`src/rtl/grng_stream_pkg.sv`:
```
// Shared types and defaults for the GRNG sample streamer.
// State encoding, default sizing and the sample centring helper.
package grng_stream_pkg;

  typedef enum logic [1:0] {
    IDLE = 2'd0,
    SEED = 2'd1,
    WARM = 2'd2,
    RUN  = 2'd3
  } state_t;

  localparam int DEF_DATA_W      = 8;
  localparam int DEF_DEPTH       = 16;
  localparam int DEF_SEED_CYCLES = 2;
  localparam int DEF_WARMUP      = 32;

  // Offset-binary to two's complement: flip bit msb.
  // Width-agnostic; callers widen and truncate.
  function automatic logic [63:0] center_map(
    input logic [63:0] sample,
    input int          msb,
    input bit          center
  );
    center_map = center ? (sample ^ (64'd1 << msb))
                        : sample;
  endfunction

endpackage

```
`src/rtl/grng_sync_fifo.sv`:
```
// First-word-fall-through synchronous FIFO.
// Ports: clk, rst, flush, push/pushData, pop/popData, full, empty, count.
module grng_sync_fifo
  import grng_stream_pkg::*;
#(
  parameter int DATA_W = DEF_DATA_W,
  parameter int DEPTH  = DEF_DEPTH
) (
  input  logic                     clk,
  input  logic                     rst,
  input  logic                     flush,
  input  logic                     push,
  input  logic [DATA_W-1:0]        pushData,
  input  logic                     pop,
  output logic [DATA_W-1:0]        popData,
  output logic                     full,
  output logic                     empty,
  output logic [$clog2(DEPTH):0]   count
);

  localparam int AW = $clog2(DEPTH);

  logic [DATA_W-1:0] mem [DEPTH];
  logic [AW-1:0]     wrPtr;
  logic [AW-1:0]     rdPtr;
  logic [AW:0]       cnt;
  logic              doPop;
  logic              doPush;

  assign full   = (cnt == (AW+1)'(DEPTH));
  assign empty  = (cnt == '0);
  assign count  = cnt;
  assign doPop  = pop && !empty;
  // A full FIFO still accepts when a pop frees a slot.
  assign doPush = push && (!full || doPop);

  assign popData = empty ? '0 : mem[rdPtr];

  always_ff @(posedge clk) begin
    if (doPush) begin
      mem[wrPtr] <= pushData;
    end
  end

  always_ff @(posedge clk) begin
    if (rst || flush) begin
      wrPtr <= '0;
      rdPtr <= '0;
      cnt   <= '0;
    end else begin
      if (doPush) begin
        wrPtr <= wrPtr + AW'(1);
      end
      if (doPop) begin
        rdPtr <= rdPtr + AW'(1);
      end
      unique case ({doPush, doPop})
        2'b10:   cnt <= cnt + (AW+1)'(1);
        2'b01:   cnt <= cnt - (AW+1)'(1);
        default: cnt <= cnt;
      endcase
    end
  end

endmodule

```
`src/rtl/grng_sample_streamer.sv`:
```
// Seeds a GRNG, discards warm-up output, streams samples via a FIFO.
// Ports: clk, rst, start, stop, ld_seed, grng_result, m_valid/m_ready/m_data, fill, ovf_cnt, state_o.
module grng_sample_streamer
  import grng_stream_pkg::*;
#(
  parameter int DATA_W      = DEF_DATA_W,
  parameter int DEPTH       = DEF_DEPTH,
  parameter int SEED_CYCLES = DEF_SEED_CYCLES,
  parameter int WARMUP      = DEF_WARMUP,
  parameter int CENTER      = 1,
  parameter int OVF_W       = 16
) (
  input  logic                   clk,
  input  logic                   rst,
  input  logic                   start,
  input  logic                   stop,
  output logic                   ld_seed,
  input  logic [DATA_W-1:0]      grng_result,
  output logic                   m_valid,
  input  logic                   m_ready,
  output logic [DATA_W-1:0]      m_data,
  output logic [$clog2(DEPTH):0] fill,
  output logic [OVF_W-1:0]       ovf_cnt,
  output logic [1:0]             state_o
);

  localparam int CNT_MAX =
    (SEED_CYCLES > WARMUP) ? SEED_CYCLES : WARMUP;
  localparam int CNT_W = $clog2(CNT_MAX + 1);
  localparam logic [CNT_W-1:0] SEED_LAST =
    CNT_W'(SEED_CYCLES - 1);
  localparam logic [CNT_W-1:0] WARM_LAST =
    CNT_W'(WARMUP - 1);

  state_t            state;
  state_t            nextState;
  logic [CNT_W-1:0]  cnt;
  logic [CNT_W-1:0]  nextCnt;
  logic              capture;
  logic              flush;
  logic              full;
  logic              empty;
  logic              popFire;
  logic              drop;
  logic [DATA_W-1:0] pushData;

  assign pushData = DATA_W'(center_map(
    64'(grng_result), DATA_W - 1, CENTER != 0));

  always_comb begin
    nextState = state;
    nextCnt   = cnt;
    capture   = 1'b0;
    flush     = 1'b0;
    if (start) begin
      nextState = SEED;
      nextCnt   = '0;
      flush     = 1'b1;
    end else if (stop && state != IDLE) begin
      nextState = IDLE;
      nextCnt   = '0;
    end else begin
      unique case (state)
        IDLE: nextState = IDLE;
        SEED: begin
          if (cnt == SEED_LAST) begin
            nextCnt   = '0;
            nextState = (WARMUP == 0) ? RUN : WARM;
          end else begin
            nextCnt = cnt + CNT_W'(1);
          end
        end
        WARM: begin
          if (cnt == WARM_LAST) begin
            nextCnt   = '0;
            nextState = RUN;
          end else begin
            nextCnt = cnt + CNT_W'(1);
          end
        end
        RUN: capture = 1'b1;
      endcase
    end
  end

  assign popFire = m_valid && m_ready;
  assign drop    = capture && full && !popFire;

  always_ff @(posedge clk) begin
    if (rst) begin
      state   <= IDLE;
      cnt     <= '0;
      ld_seed <= 1'b0;
      ovf_cnt <= '0;
    end else begin
      state   <= nextState;
      cnt     <= nextCnt;
      ld_seed <= (nextState == SEED);
      if (drop && ovf_cnt != '1) begin
        ovf_cnt <= ovf_cnt + OVF_W'(1);
      end
    end
  end

  grng_sync_fifo #(
    .DATA_W (DATA_W),
    .DEPTH  (DEPTH)
  ) uFifo (
    .clk      (clk),
    .rst      (rst),
    .flush    (flush),
    .push     (capture),
    .pushData (pushData),
    .pop      (m_ready),
    .popData  (m_data),
    .full     (full),
    .empty    (empty),
    .count    (fill)
  );

  assign m_valid = !empty;
  assign state_o = state;

endmodule

```
`config.mk`:
```
export PLATFORM = sky130hd
export DESIGN_NAME = grng_sample_streamer
export DESIGN_NICKNAME = d
export VERILOG_FILES = /design/src/rtl/grng_stream_pkg.sv /design/src/rtl/grng_sync_fifo.sv /design/src/rtl/grng_sample_streamer.sv
export SDC_FILE = /design/constraint.sdc
export NUM_CORES = 1
export LEC_CHECK = 0
export CORE_MARGIN = 3
export CORE_UTILIZATION = 59
export CTS_CLUSTER_DIAMETER = 200
export DETAILED_ROUTE_END_ITERATION = 10
export GPL_TIMING_DRIVEN = 0
export HOLD_SLACK_MARGIN = 0.08
export MAX_ROUTING_LAYER = met4
export PLACE_DENSITY = 0.81
export SYNTH_ARGS = -nofsm -noshare
export SYNTH_HDL_FRONTEND = slang
export SYNTH_SLANG_ARGS = --single-unit
```
`constraint.sdc`:
```
create_clock -name clk -period 3.3 [get_ports clk]
set_clock_uncertainty 0.05 [all_clocks]
set_input_delay 0.33 -clock clk [delete_from_list [all_inputs] [get_ports clk]]
set_output_delay 0.33 -clock clk [all_outputs]
set_load 0.005 [all_outputs]
```
==> impl_metrics.toml, run 1 <==
[logic_synthesis]
synth_seq_cells = 170
synth_xor_area_share_pct = 1.96
synth_compound_area_share_pct = 5.59
async_reset_ff_share_pct = 0
synth_nets = 501
synth_top_family_by_area = "multiplexers"
synth_adder_area_share_pct = 3.15
yosys.area.top_type = "edfxtp_1"
synth.area.top_cells = "edfxtp_1, dfxtp_1, mux4_2"
yosysWarningCount = 0
ys_seq_area_share_pct = 65.5
synthFlopType = "edfxtp_1"
syn_area_per_cell_um2 = 15.2
synth_top_area_share_pct = 53.7
synthCells = 470
synth_mux_area_share_pct = 12.7
ys_types = 50
synth_edf_count = 128
synth_area_mm2 = 0.00716
synth_simple_gate_area_share_pct = 8.83

[final_layout]
finalNonFillerCells = 692
final_common_cell = "edfxtp_1"
antenna_cells = 0
regArea_mm2 = 0.00468
fillCellCount = 733
drive_gt1_share_pct = 15.8
areaGrowthSynthToFinish_pct = 18.1
multi_input_area_mm2 = 0.00233
final_cell_mix = "edfxtp_1, clkdlybuf4s50_1, dfxtp_1"
finalNetCount = 567

[clock_tree]
clockBufferDepth = 2
clockRootBuffer = "clkbuf_16"
cts_tree = "built"
htreeDepth = 4
cts-buffers-inserted = 17
clkSlewWorstSetupHoldPaths_ps = 60
hold_buffers = 0
clkSinkCount = 170
worstSkewPairLatency_ps = 420

[power_and_ir_drop]
vdd_drop_max_mv = 0.391
power_leakage_nw = 2.72
power_per_cell_area_mw_per_mm2 = 524

[routing]
antenna_left = 0
dr.first_iter.drc_count = 389
avgViaCountPerCell = 6.05
drt-total-wl_um = 13900
routedWlPerCell_um = 20.1
route.detailed.drc = 0
first_pass_iters = 5
vias = 4185

[global_routing]
grt_pass1_vias = 4252
grt_util_all_layers_pct = 23.5
grt_pass1_wl_um = 22600
gr-total-overflow = 0
grt_max_degree = 17
antenna_found_initial = 0

[sta]
maxSlewViolCount = 0
fin_crit_sh_pct = 95.6
tightest_slew_ps = 897
rsz0062_at_grt = "no"
setup_slack_ps = 147
slew_headroom_pct = 39.9
fmax_mhz = 317
post-route-min-period_ps = 3150
setup_viol = 0
hold_viol_final = 0

[setup_path]
reg2reg_slack_ps = 290
r2r_cells = 13
cp-start-kind = "flip-flop"
crit_required_ps = 2920
arrival_ps = 2770
r2r-start = "state_o[0]"
end_kind = "primary output"
crit_type = "reg2out"
cp_max_fo = 10
worst_r2r_endpoint = "uFifo.count[4]"

[status]
status = "complete, no violations"

[place]
pre_cts_ws_ps = -141
gp_congestion = 0.789
portBuffers = 45
place_inst = 658
dpl.hpwl_um = 8620

[min_path]
hold_path_startpoint = "ovf_cnt[14]"
hold_class = "reg2reg"
min_path_cells = 2
hold_end = "ovf_cnt[14]"

[die]
coreArea_mm2 = 0.0116
io_pins = 46
die_width_um = 116
dieArea_mm2 = 0.0135
die_h_um = 116
initial_core_util_pct = 61.6
num_rows = 39

[run]
maxCapViolCount = 0
[power breakdown]
part / switching, mW / internal [mW] / total (mW) / leakage (nW)
Clock: 0.784 / 1.27 / 2.06 / 0.303
Combinational: 0.0436 / 0.0250 / 0.0686 / 0.924
Sequential: 0.00277 / 2.30 / 2.30 / 1.49
[area by class of cell]
type                            count  area share [%]
Sequential cell                   170            55.4
Tap cell                          143            2.12
Clock buffer                       22            5.73
Multi-Input combinational cell    265            27.5
Clock inverter                     10            1.63
Timing Repair Buffer               47            5.51
Inverter                           13           0.577
Buffer                             22            1.47
[stage by stage]
| stage | setup TNS (ps) | util, % | area [µm²] | hold slack [ps] | total power, mW |
|---|---|---|---|---|---|
| final | 0 | 72.8 | 8450 | 460 | 4.43 |
| after global routing | 0 | 72.8 | 8450 | 498 | 4.55 |
| after CTS | 0 | 72.4 | 8410 | 462 | 4.44 |
| after detailed placement | -1860 | 67.0 | 7790 | 446 | 2.41 |
| after global placement | -193 | 67.0 | 7790 | 431 | 2.41 |
| after floorplan | 0 | - | 7160 | 379 | 2.37 |
[sequential cells by signal, summed over array words and instances, names as in the netlist, named ones only]
| register | flops |
|---|---|
| ld_seed | 1 |
| cnt | 6 |
| uFifo.mem | 128 |
| uFifo.wrPtr | 4 |
| uFifo.rdPtr | 4 |
| state_o | 2 |
| ovf_cnt | 16 |
| uFifo.count | 5 |
[logic make-up after synthesis]
logic type               count (synthesis)
flip-flops                             170
AND/OR/NAND/NOR                        120
adder cells (fa/ha/maj)                 18
buffers and inverters                   35
XOR/XNOR                                16
multiplexers                            51
AO/OA/AOI/OAI                           60
[worst max-delay path, cell delays in order, from the launching register on]
cell	delay [ps]
dfxtp_1	310
clkbuf_1	270
clkbuf_4	370
mux4_2	580
mux2i_1	200
o22ai_1	150
clkdlybuf4s50_1	480
[per-layer routing]
layer	GRT usage (%)	part of all wire, %
met2	38.4	52
met4	5.65	0.94
met3	5.60	6.3
met5	-	0
met1	30.2	41
[worst max path at each step]
stage / endpoint / slack [ps] / depth (start not counted)
after global placement: uFifo.count[4] / -50 / 12
final: m_data[7] / 150 / 6
after detailed placement: uFifo.count[4] / -140 / 12
after global routing: uFifo.count[4] / 3 / 13
after floorplan: uFifo.count[4] / 370 / 13
after CTS: m_data[1] / 20 / 6
[Yosys cell counts, types with 2 or more instances]
cell,number
edfxtp_1,128
dfxtp_1,42
nor2_1,39
mux4_2,32
nand2_1,22
mux2i_1,19
ha_1,18
a21oi_1,17
inv_1,13
or3_1,12
clkbuf_1,11
xor2_1,11
o22ai_1,10
nor3_1,9
o21ai_1,8
o21ai_0,7
nand2b_1,6
nand4_1,6
nand3_1,5
xnor2_1,5
buf_1,4
buf_2,4
o31ai_1,4
or4_1,4
a211o_1,3
nor4_1,3
or2_2,3
a21oi_2,2
nor2b_1,2
[what timing repair did]
item / 4_1_cts / 5_1_grt
cloned: 0 / 0
pin swaps: 1 / 1
buffers inserted: 0 / 1
setup endpoints to repair: 4 / 4
gates resized for setup: 1 / 4
(Power assumes the default switching activity.)
==> inputs of run 2 (changes only) <==
--- a/config.mk
+++ b/config.mk
@@ -12,7 +12,7 @@
 export GPL_TIMING_DRIVEN = 0
 export HOLD_SLACK_MARGIN = 0.08
 export MAX_ROUTING_LAYER = met4
-export PLACE_DENSITY = 0.81
+export PLACE_DENSITY = 0.79
 export SYNTH_ARGS = -nofsm -noshare
 export SYNTH_HDL_FRONTEND = slang
 export SYNTH_SLANG_ARGS = --single-unit
==> constraint.sdc (replaced) <==
create_clock -name clk -period 3.51 [get_ports clk]
set_clock_uncertainty 0.05 [all_clocks]
set_input_delay 0.351 -clock clk [delete_from_list [all_inputs] [get_ports clk]]
set_output_delay 0.351 -clock clk [all_outputs]
set_load 0.005 [all_outputs]
==> impl_metrics.toml, run 2 (synthesis gave the netlist of run 1 again) <==
[setup_path]
cpMostUsedCell = "ha_1"
end_kind = "flip-flop"
cp-start-kind = "flip-flop"
reg2reg_slack_ps = 230
critical_path_buf_inv_count = 2
crit_type = "reg2reg"
r2r_cells = 13
cp_max_fo = 9
r2r-start = "state_o[0]"
worst-path-stages = 13
setup.worst_path.end = "uFifo.count[4]"
arrival_ps = 3590
worst_path_max_delay_cell = "a2111oi_4"
max_stage_delay_ps = 600
crit_chain = "inv_1, ha_1, nor2b_1, a2111oi_4, inv_1, ha_1, xor2_1, ha_1, a211o_1, a21oi_1, a221oi_1, or3_1, a21oi_1"
worstSetupStartpoint = "state_o[0]"
worst_r2r_endpoint = "uFifo.count[4]"
crit_required_ps = 3820
crit_family = "compound AO/OA/AOI/OAI gates"

[power_and_ir_drop]
swShare_pct = 19.3
power_per_cell_area_mw_per_mm2 = 496
comb_power_share_pct = 1.6
power_leakage_nw = 2.68
vdd_drop_max_mv = 0.298
p_sw_uw = 808
clockPowerShare_pct = 46.7
internal_power_mw = 3.37
p_total_mw = 4.18
seqPwrFrac_pct = 51.7

[sta]
tns_ps = 0
fmax_mhz = 305
post-route-min-period_ps = 3280
tightest_slew_ps = 1330
setup_slack_ps = 227
hold_viol_final = 0
rsz0062_at_grt = "no"
slew_headroom_pct = 10.7
fin_crit_sh_pct = 93.5
setup_viol = 0
maxSlewViolCount = 0

[routing]
route.detailed.drc = 0
avgViaCountPerCell = 6.07
routedWlPerCell_um = 20.2
dr.first_iter.drc_count = 279
first_pass_iters = 7
drt-total-wl_um = 13900
vias = 4189
antenna_left = 0

[final_layout]
areaGrowthSynthToFinish_pct = 17.7
regMostFlops = "uFifo.mem"
top_regs = "uFifo.mem x128, ovf_cnt x16, cnt x6"
largest_reg_flops = 128
antenna_cells = 0
final_common_cell = "edfxtp_1"
final_cell_mix = "edfxtp_1, clkdlybuf4s50_1, dfxtp_1"
final_area_mm2 = 0.00842
finalNonFillerCells = 690
drive_gt1_share_pct = 15.2
finalNetCount = 565

[die]
io_pins = 46
die_h_um = 116
coreArea_mm2 = 0.0116
initial_core_util_pct = 61.6
die_width_um = 116
num_rows = 39
dieArea_mm2 = 0.0135

[clock_tree]
htreeDepth = 4
post_cts.repair.setup_buffers = 0
worstSkewPairLatency_ps = 430
clockRootBuffer = "clkbuf_16"
hold_buffers = 0
cts_resized = 0
clkSinkCount = 170
clkSlewWorstSetupHoldPaths_ps = 60
cts_tree = "built"
clockBufferDepth = 2
cts-buffers-inserted = 17

[global_routing]
grt_max_degree = 17
grt_util_all_layers_pct = 23.8
grt_pass1_wl_um = 22900
antenna_found_initial = 0
grt_pass1_vias = 4380
gr-total-overflow = 0

[place]
dpl.hpwl_um = 9150
pre_cts_ws_ps = 76.8
place_inst = 658
gp_congestion = 0.799
dpl_cell_area_mm2 = 0.00779
portBuffers = 45

[status]
status = "complete, no violations"

[min_path]
hold_class = "reg2reg"

[run]
maxCapViolCount = 0
[run 2: cell types whose count changed in the layout (fill, tap and decap cells not counted), moves of 2 or more]
| cell | delta |
|---|---|
| buf_2 | +2 |
| clkinv_2 | -2 |
| clkbuf_4 | -4 |
| clkbuf_8 | -4 |
| clkinvlp_4 | +4 |
| clkinv_4 | +2 |
[run 2: worst reg2reg max path: stages (launching register included)]
cell       delay, ps
dfxtp_1          350
inv_1            130
ha_1             170
nor2b_1           90
a2111oi_4        600
inv_1            140
ha_1             320
xor2_1           180
ha_1             230
a211o_1          270
a21oi_1          160
a221oi_1          70
or3_1            320
a21oi_1          140
[run 2: area by class of cell]
type | instances | area (µm²)
Clock buffer | 17 | 425
Tap cell | 143 | 179
Buffer | 22 | 116
Sequential cell | 170 | 4680
Timing Repair Buffer | 45 | 450
Inverter | 13 | 48.8
Clock inverter | 15 | 200
Multi-Input combinational cell | 265 | 2320
Fill cell | 725 | 3190
[run 2: worst min-delay path by stage]
stage / start / slack, ps / to / cells after the start
2_1_floorplan: grng_result[0] / 400 / uFifo.mem[0][0] / 0
3_3_place_gp: ovf_cnt[14] / 430 / ovf_cnt[14] / 2
3_5_place_dp: ovf_cnt[14] / 440 / ovf_cnt[14] / 2
4_1_cts: ovf_cnt[14] / 450 / ovf_cnt[14] / 2
5_1_grt: ovf_cnt[14] / 470 / ovf_cnt[14] / 2
6_report: ovf_cnt[14] / 450 / ovf_cnt[14] / 2
[run 2: power by group through the flow]
stage | sequential [mW] | clock [mW] | combinational (mW)
after CTS | 2.16 | 1.97 | 0.0652
after global routing | 2.16 | 2.06 | 0.0720
after floorplan | 2.21 | 0 | 0.0221
final | 2.16 | 1.95 | 0.0651
after detailed placement | 2.21 | 0 | 0.0643
after global placement | 2.21 | 0 | 0.0615
[run 2: through the flow]
step | hold WS, ps | util (%)
global route | 471 | 72.5
detailed placement | 443 | 67.0
floorplan | 400 | -
global placement | 434 | 67.0
finish | 448 | 72.5
CTS | 451 | 72.4
[run 2: layer usage]
metal	wire (µm)	part of all wire [%]	GRT usage [%]	vias to the layer above
met1	5740	41	29.5	2092
met4	265	1.9	9.13	0
met2	7190	52	38.7	136
met5	0	0	-	-
li1	-	-	-	1937
met3	741	5.3	5.13	24
